`src/rtl/sliced_add_sub.sv`:
```
// Multi-cycle adder/subtractor that processes SLICE bits per clock, LSB slice first.
// Results appear on S/COUT/OVF/ZERO only when the final slice completes.
module sliced_add_sub #(
  parameter int WIDTH = 8,
  parameter int SLICE = 4
) (
  input  logic             CLK,
  input  logic             CLR,
  input  logic             START,
  input  logic             SUB,
  input  logic [WIDTH-1:0] A,
  input  logic [WIDTH-1:0] B,
  input  logic             CIN,
  output logic             BUSY,
  output logic             DONE,
  output logic [WIDTH-1:0] S,
  output logic             COUT,
  output logic             OVF,
  output logic             ZERO
);

  localparam int N     = WIDTH / SLICE;
  localparam int CNT_W = (N > 1) ? $clog2(N) : 1;
  localparam logic [CNT_W-1:0] LAST_CNT = CNT_W'(N - 1);

  typedef enum logic [1:0] {
    ST_IDLE = 2'd0,
    ST_RUN  = 2'd1,
    ST_FIN  = 2'd2
  } state_t;

  state_t           state_q, state_d;
  logic [WIDTH-1:0] a_q, a_d;
  logic [WIDTH-1:0] bx_q, bx_d;
  logic             carry_q, carry_d;
  logic [CNT_W-1:0] cnt_q, cnt_d;
  logic [WIDTH-1:0] psum_q, psum_d;
  logic [WIDTH-1:0] s_q, s_d;
  logic             cout_q, cout_d;
  logic             ovf_q, ovf_d;
  logic             zero_q, zero_d;
  logic             done_q, done_d;
  logic             busy_q, busy_d;

  logic [SLICE-1:0] slice_sum_s;
  logic             slice_cout_s;
  logic [WIDTH-1:0] slice_ext_s;
  logic [WIDTH-1:0] psum_next_s;
  logic             msb_cin_s;

  // Operands shift right each cycle, so the active slice is always the low SLICE bits.
  always_comb begin
    {slice_cout_s, slice_sum_s} = {1'b0, a_q[SLICE-1:0]} + {1'b0, bx_q[SLICE-1:0]}
                                  + {{SLICE{1'b0}}, carry_q};
    slice_ext_s                 = '0;
    slice_ext_s[SLICE-1:0]      = slice_sum_s;
    psum_next_s                 = (psum_q >> SLICE) | (slice_ext_s << (WIDTH - SLICE));
    // Carry into the slice MSB recovered from its sum bit; only meaningful on the last slice.
    msb_cin_s                   = slice_sum_s[SLICE-1] ^ a_q[SLICE-1] ^ bx_q[SLICE-1];
  end

  always_comb begin
    state_d = state_q;
    a_d     = a_q;
    bx_d    = bx_q;
    carry_d = carry_q;
    cnt_d   = cnt_q;
    psum_d  = psum_q;
    s_d     = s_q;
    cout_d  = cout_q;
    ovf_d   = ovf_q;
    zero_d  = zero_q;
    case (state_q)
      ST_IDLE: begin
        if (START) begin
          a_d     = A;
          bx_d    = SUB ? ~B : B;
          carry_d = CIN;
          cnt_d   = '0;
          psum_d  = '0;
          state_d = ST_RUN;
        end else begin
          state_d = ST_IDLE;
        end
      end
      ST_RUN: begin
        a_d     = a_q >> SLICE;
        bx_d    = bx_q >> SLICE;
        carry_d = slice_cout_s;
        psum_d  = psum_next_s;
        cnt_d   = cnt_q + {{(CNT_W-1){1'b0}}, 1'b1};
        if (cnt_q == LAST_CNT) begin
          s_d     = psum_next_s;
          cout_d  = slice_cout_s;
          ovf_d   = msb_cin_s ^ slice_cout_s;
          zero_d  = (psum_next_s == {WIDTH{1'b0}});
          state_d = ST_FIN;
        end else begin
          state_d = ST_RUN;
        end
      end
      ST_FIN: begin
        state_d = ST_IDLE;
      end
      default: begin
        state_d = ST_IDLE;
      end
    endcase
    done_d = (state_d == ST_FIN);
    busy_d = (state_d != ST_IDLE);
  end

  always_ff @(posedge CLK) begin
    if (CLR) begin
      state_q <= ST_IDLE;
      a_q     <= '0;
      bx_q    <= '0;
      carry_q <= 1'b0;
      cnt_q   <= '0;
      psum_q  <= '0;
      s_q     <= '0;
      cout_q  <= 1'b0;
      ovf_q   <= 1'b0;
      zero_q  <= 1'b1;
      done_q  <= 1'b0;
      busy_q  <= 1'b0;
    end else begin
      state_q <= state_d;
      a_q     <= a_d;
      bx_q    <= bx_d;
      carry_q <= carry_d;
      cnt_q   <= cnt_d;
      psum_q  <= psum_d;
      s_q     <= s_d;
      cout_q  <= cout_d;
      ovf_q   <= ovf_d;
      zero_q  <= zero_d;
      done_q  <= done_d;
      busy_q  <= busy_d;
    end
  end

  assign BUSY = busy_q;
  assign DONE = done_q;
  assign S    = s_q;
  assign COUT = cout_q;
  assign OVF  = ovf_q;
  assign ZERO = zero_q;

endmodule
```
`config.mk`:
```
export PLATFORM = sky130hd
export DESIGN_NAME = sliced_add_sub
export DESIGN_NICKNAME = d
export VERILOG_FILES = /design/src/rtl/sliced_add_sub.sv
export SDC_FILE = /design/constraint.sdc
export NUM_CORES = 1
export LEC_CHECK = 0
export ABC_AREA = 1
export CORE_ASPECT_RATIO = 1.1
export CORE_MARGIN = 1
export CORE_UTILIZATION = 45
export DETAILED_ROUTE_END_ITERATION = 8
export PLACE_DENSITY = 0.72
export SETUP_SLACK_MARGIN = 0.2
export SKIP_CTS_REPAIR_TIMING = 1
export SYNTH_ARGS = -nofsm -noshare
export SYNTH_HDL_FRONTEND = slang
export SYNTH_SLANG_ARGS = --single-unit
```
`constraint.sdc`:
```
create_clock -name CLK -period 1.9 [get_ports CLK]
set_clock_uncertainty 0.05 [all_clocks]
set_input_delay 0.285 -clock CLK [delete_from_list [all_inputs] [get_ports CLK]]
set_output_delay 0.285 -clock CLK [all_outputs]
set_load 0.01 [all_outputs]
```
==> key figures, run 1 <==
Worst setup path
  • Reg2reg setup slack: roughly 0.15 ns
  • CP Launch Type: flip-flop
  • Crit Path Class: reg2reg
  • Max incr delay on CP: between 0.4 and 0.5 ns
  • CP Capture Type: flip-flop
  • CP Max Fanout: 3
  • RR Startpoint: carry_q
  • Capturing point of the worst reg2reg path: ZERO
  • Crit path cell chain: inv_2 -> fa_2 -> inv_2 -> fa_2 -> nor4_2 -> nand4_1 -> nand2_1
  • Critical path's slowest cell: fa_2
  • Critical Path AT: between 1.5 and 2 ns
  • Worst EP required: 2.14 ns
  • Worst r2r path cells: 7

CTS
  • Clk Latency, worst-skew pair: 0.34 ns
  • H-Tree Depth: 2
  • Clock sink total: 37
  • CTS root buffer: clkbuf_4
  • CTS clk-pin slew, worst paths: about 0.10 ns
  • Number of CTS-inserted buffers: 5
  • CTS max path bufs: 2
  • CTS tree: done

Routing
  • DR WL/cell: ~11 um
  • Final wirelength: between 3 and 4 mm
  • DRT antenna net count: 0
  • Vias/cell: 4.85
  • Via count: 1450
  • Remaining DRCs: 0
  • DR pass1 iterations: 6
  • Initial drt markers: 54

Power
  • Peak VDD IR: around 0.45 mV
  • Total power: roughly 1.5 mW
  • Power density relative to cell area: approximately 720 nW/um^2
  • Static Leakage: 0.871 nW

Yosys
  • Syn Area/Cell: roughly 7.7 um^2
  • Sequential element share of the synthesized area: approximately 45%
  • Synth cell types: 30
  • Largest area contributor in the netlist: dfxtp_1
  • Synth Net Count: 240
  • Register bit count reported by yosys: 37
  • Synth area leaders: dfxtp_1 (45%), nand2_1 (15%), a21oi_1 (7.6%), inv_1 (4.3%), xor2_1 (3.7%)
  • Share of the synthesized area in the top cell type: between 40% and 50%
  • Mapped Area: 1650 um^2
  • Ys Warns: 0
  • Cell count after synthesis: 214

Min path
  • Worst Min Path Start: a_q[5]
  • Worst Hold Class: reg2reg
  • Hold path endpoint: a_q[5]
  • Worst hold stages: 2

Cells and area
  • Share of cells above drive strength 1: between 10% and 20%
  • # fillers: roughly 350
  • N_diodes: 0
  • Non-Filler Instances: about 300
  • Area growth, synth to finish: 27.6%
  • Cell area after layout: between 2000 and 2500 um^2
  • Multi-input logic area: approximately 790 um^2
  • Layout Nets: between 200 and 300
  • Sequential Area: around 740 um^2

GRT
  • GRT Util Overall: between 20% and 30%
  • Total gr overflow: 0
  • Vias in the first global route: roughly 1400
  • Pin count of the biggest net entering global routing: 16
  • Global-route wire length before repair: between 5 and 6 mm
  • Initial antenna violation count: 0

Timing
  • Fin crit period: 1.75 ns
  • Setup-failing EPs final: 0
  • Tightest Pin Transition: approximately 0.36 ns
  • Tcrit/Tclk final: approximately 92%
  • Max Slew Vio Count: 0
  • Setup TNS: 0 ns
  • RSZ-0062 raised after global routing: true
  • F_max: 571 MHz
  • Final hold vios: 0
  • Max_slew headroom: between 70 and 80%

Floorplan
  • Full die area: between 3000 and 4000 um^2
  • Chip width: about 60 um
  • Core Box Area: between 3000 and 4000 um^2
  • FP Rows: 22
  • Starting density of the core: 48.4%
  • Die H: 65.6 um
  • Io pins: 34

Outcome
  • Status: finished, final reports clean

Place
  • GPL Wtd Cong: around 0.80
  • Buffers on Ports: 33
  • Inst Count DP: ~290
  • Post-DP HPWL: 2.34 mm
  • Area after DPL: 2040 um^2

Run
  • Maxcap violations: 0
==> how the worst max path moves through the flow <==
stage	startpoint	to	slack [ns]	cells past startpoint
6_report	carry_q	ZERO	0.15	7
5_1_grt	carry_q	OVF	0.03	13
4_1_cts	a_q[0]	OVF	0.11	13
3_5_place_dp	a_q[0]	OVF	0.13	13
3_3_place_gp	a_q[0]	OVF	0.17	13
2_1_floorplan	a_q[0]	ZERO	0.22	7
==> report_power, final <==
group          internal, mW  switching [mW]  total (mW)
registers             0.816          0.0265       0.842
clock network         0.147           0.240       0.388
logic                 0.131           0.152       0.283
==> routing by layer <==
layer | global-route usage (%) | wire (um) | up-vias
met3 | 5.91 | 124 | 6
met4 | 9.59 | 65 | 0
met2 | 32.9 | 1510 | 38
met1 | 23.3 | 1490 | 641
li1 | - | - | 765
met5 | 0 | 0 | -
==> cells in the final DEF (no fill, tap or decap), types with 2 or more instances in the layout <==
cell type / netlist / routed
inv_2: 1 / 3
a21oi_1: 25 / 25
buf_4: 2 / 3
xor2_1: 7 / 7
nand2_1: 65 / 63
nand3_1: 9 / 8
clkdlybuf4s50_1: 0 / 33
dfxtp_2: 0 / 2
a221oi_1: 2 / 2
a31oi_1: 4 / 4
inv_1: 19 / 17
nor2_1: 12 / 12
xnor2_1: 2 / 2
o21ai_0: 4 / 4
ha_1: 3 / 3
dfxtp_1: 37 / 35
a22oi_1: 2 / 2
clkbuf_4: 0 / 5
nand2_2: 2 / 4
fa_2: 0 / 2
clkbuf_1: 0 / 3
==> logic make-up after synthesis <==
family          share of synthesized area, %
buf+inv                                 8.48
flops                                   44.8
xor+xnor                                4.77
fa+ha+maj                               4.69
compound gates                          13.4
simple gates                            23.8
==> per-stage QoR <==
stage | hold slack [ns] | setup WS (ns) | utilization (%)
2_1_floorplan | 0.319 | 0.224 | -
5_1_grt | 0.443 | 0.0302 | 61.8
4_1_cts | 0.418 | 0.114 | 61.2
3_5_place_dp | 0.404 | 0.132 | 59.8
3_3_place_gp | 0.398 | 0.171 | 59.8
6_report | 0.415 | 0.149 | 61.8
==> worst max-delay path, delay by kind of cell (launching register included) <==
kind / cells / cell delay, ns
adder cells (fa/ha/maj): 2 / 0.84
flip-flops: 1 / 0.33
AND/OR/NAND/NOR: 3 / 0.36
buffers and inverters: 2 / 0.13
==> cell usage after synthesis, drive strengths merged <==
| master | n |
|---|---|
| inv | 21 |
| nand2 | 68 |
| o21ai | 5 |
| nand3 | 9 |
| xor2 | 7 |
| dfxtp | 37 |
| a21oi | 25 |
| a32o | 1 |
| or2 | 2 |
| nor2 | 13 |
| nand4 | 1 |
| a221oi | 2 |
| a22oi | 2 |
| buf | 8 |
| clkinv | 1 |
| fa | 2 |
| nor4 | 1 |
| ha | 3 |
| a31oi | 4 |
| xnor2 | 2 |
==> state kept, by name (all words and copies together) (netlist names) <==
| signal | flops |
|---|---|
| a_q | 8 |
| BUSY | 1 |
| OVF | 1 |
| COUT | 1 |
| S | 8 |
| state_q | 2 |
| ZERO | 1 |
| DONE | 1 |
| bx_q | 8 |
| psum_q | 4 |
| cnt_q | 1 |
| carry_q | 1 |
==> layout make-up <==
cell class                      count  share of cell area, %
Sequential cell                    37                   35.3
Inverter                           22                   4.27
Tap cell                           48                   2.85
Multi-Input combinational cell    147                   37.6
Clock buffer                        8                   2.31
Timing Repair Buffer               37                   17.7
Note: power is estimated with default switching activity, not from simulation.
==> run 2: changes to the inputs <==
--- a/config.mk
+++ b/config.mk
@@ -6,11 +6,13 @@
 export NUM_CORES = 1
 export LEC_CHECK = 0
 export ABC_AREA = 1
+export CELL_PAD_IN_SITES_DETAIL_PLACEMENT = 1
+export CELL_PAD_IN_SITES_GLOBAL_PLACEMENT = 2
 export CORE_ASPECT_RATIO = 1.1
 export CORE_MARGIN = 1
-export CORE_UTILIZATION = 45
+export CORE_UTILIZATION = 25
 export DETAILED_ROUTE_END_ITERATION = 8
-export PLACE_DENSITY = 0.72
+export PLACE_DENSITY = 0.69
 export SETUP_SLACK_MARGIN = 0.2
 export SKIP_CTS_REPAIR_TIMING = 1
 export SYNTH_ARGS = -nofsm -noshare
==> key figures, run 2 (synthesis results as in run 1) <==
Place
  • Post-DP HPWL: 2.96 mm (+26%)
  • GPL Wtd Cong: 0.701 (-12%)
  • Inst Count DP: 323 (+11%)
  • Placement Setup Slack: 0.0883 ns (-0.0433 ns)
  • Buffers on Ports: 33 (unchanged)

Routing
  • Vias/cell: 4.35 (-10%)
  • Remaining DRCs: 0 (unchanged)
  • DR pass1 iterations: 4 (-2)
  • Initial drt markers: 28 (-48%)
  • DR WL/cell: 12.1 um (+14%)
  • DRT antenna net count: 0 (unchanged)
  • Final wirelength: 4.04 mm (+27%)
  • Via count: 1450 (unchanged)

Power
  • Power density relative to cell area: 761 nW/um^2 (+6.0%)
  • Peak VDD IR: 0.290 mV (-36%)
  • Total power: 1.69 mW (+12%)
  • Static Leakage: 0.902 nW (+3.6%)

Floorplan
  • Io pins: 34 (unchanged)
  • Starting density of the core: 26.4% (-22 points)
  • Chip width: 79.5 um (+33%)
  • Full die area: 6940 um^2 (+77%)
  • FP Rows: 30 (+36%)
  • Die H: 87.3 um (+33%)
  • Core Box Area: 6270 um^2 (+84%)

CTS
  • Clock sink total: 37 (unchanged)
  • CTS root buffer: clkbuf_8
  • CTS max path bufs: 2 (unchanged)
  • CTS clk-pin slew, worst paths: 0.07 ns (-0.03 ns)
  • Clk Latency, worst-skew pair: 0.28 ns (-0.06 ns)
  • H-Tree Depth: 2 (unchanged)
  • Number of CTS-inserted buffers: 5 (unchanged)
  • CTS tree: done

Worst setup path
  • WP depth: 13 (+6)
  • Crit. Startpoint: carry_q
  • Crit path cell chain: inv_2 -> fa_2 -> inv_2 -> fa_2 -> nand3_4 -> nand2_2 -> nand2_1 -> nand2_1 -> inv_1 -> nand2_1 -> nand3_1 -> nand2_1 -> inv_1
  • CP Capture Point: OVF
  • Critical Path AT: 1.88 ns (-0.11 ns)
  • CP Max Fanout: 3 (unchanged)
  • Worst EP required: 2.04 ns (-0.10 ns)
  • Max incr delay on CP: 0.37 ns (-0.09 ns)
  • Crit path buffers/inverters: 4 (+2)
  • RR Startpoint: carry_q
  • Capturing point of the worst reg2reg path: OVF
  • Crit Path Class: reg2reg
  • Reg2reg setup slack: 0.15 ns (about the same)
  • Most frequent CP cell: nand2_1
  • CP Capture Type: flip-flop
  • Worst r2r path cells: 13 (+6)
  • CP top delay family: adder cells
  • Critical path's slowest cell: fa_2
  • CP Launch Type: flip-flop

GRT
  • GRT Util Overall: 12.8% (-7.2 points)
  • Initial antenna violation count: 0 (unchanged)
  • Total gr overflow: 0 (unchanged)
  • Global-route wire length before repair: 6.80 mm (+16%)
  • Vias in the first global route: 1383 (+1.1%)
  • Pin count of the biggest net entering global routing: 26 (+10)

Timing
  • F_max: 573 MHz (+0.31%)
  • Setup TNS: 0 ns (unchanged)
  • Max_slew headroom: 80.8% (+4.6 points)
  • Max Slew Vio Count: 0 (unchanged)
  • Setup-failing EPs final: 0 (unchanged)
  • Fin crit period: 1.75 ns (-0.00548 ns)
  • Tcrit/Tclk final: 91.9% (-0.29 points)
  • Tightest Pin Transition: 0.289 ns (-0.0683 ns)
  • Final hold vios: 0 (unchanged)
  • Final worst slack: 0.155 ns (+0.00548 ns)
  • RSZ-0062 raised after global routing: true
  • Worst hold slack: 0.412 ns (-0.00297 ns)

Min path
  • Worst Hold Class: reg2reg
  • Worst Min Path Start: a_q[6]

Cells and area
  • Commonest non-fill, non-tap cells in the layout: nand2_1 (64), dfxtp_1 (35), clkdlybuf4s50_1 (33)
  • N_diodes: 0 (unchanged)
  • Most common cell after layout, fill and taps aside: nand2_1
  • Layout Nets: 279 (+1.1%)
  • Non-Filler Instances: 333 (+11%)
  • Share of cells above drive strength 1: 14.2% (+3.1 points)
  • Area growth, synth to finish: 34.7%

Run
  • Maxcap violations: 0 (unchanged)

Outcome
  • Status: finished, final reports clean
## run 2: per-stage QoR
stage	utilization, %	cell area [um^2]
3_5_place_dp	33.2	2080
6_report	35.5	2230
3_3_place_gp	33.2	2080
2_1_floorplan	-	1660
4_1_cts	34.6	2170
5_1_grt	35.5	2230
## run 2: how the worst min path moves through the flow
stage / depth (start not counted) / endpoint / slack, ns
after floorplan: 1 / BUSY / 0.32
after global placement: 2 / a_q[6] / 0.40
after detailed placement: 2 / a_q[6] / 0.41
after CTS: 2 / a_q[6] / 0.42
after global routing: 2 / S[6] / 0.43
final: 2 / a_q[6] / 0.41
## run 2: power by group
part / switching [mW] / internal [mW]
logic: 0.164 / 0.137
registers: 0.0277 / 0.816
clock network: 0.260 / 0.288
## run 2: layer usage
layer | wire length, um | global-route usage [%]
met3 | 128 | 3.35
met4 | 60 | 4.96
met1 | 1900 | 15.3
met2 | 1950 | 21.8
met5 | 0 | 0
## run 2: worst reg2reg max path, delay by kind of cell, from the launching register on
family,cells,cell delay [ns]
adders and majority gates,2,0.61
buffers and inverters,4,0.20
DFF,1,0.32
and+or+nand+nor,7,0.47
## run 2: area by class of cell
type / count / area, um^2
repair buffers: 40 / 399
well taps: 80 / 100
fillers: 744 / 4040
multi-input cells: 147 / 807
clock buffers: 7 / 86.3
flip-flops and latches: 37 / 743
inverters: 22 / 90.1
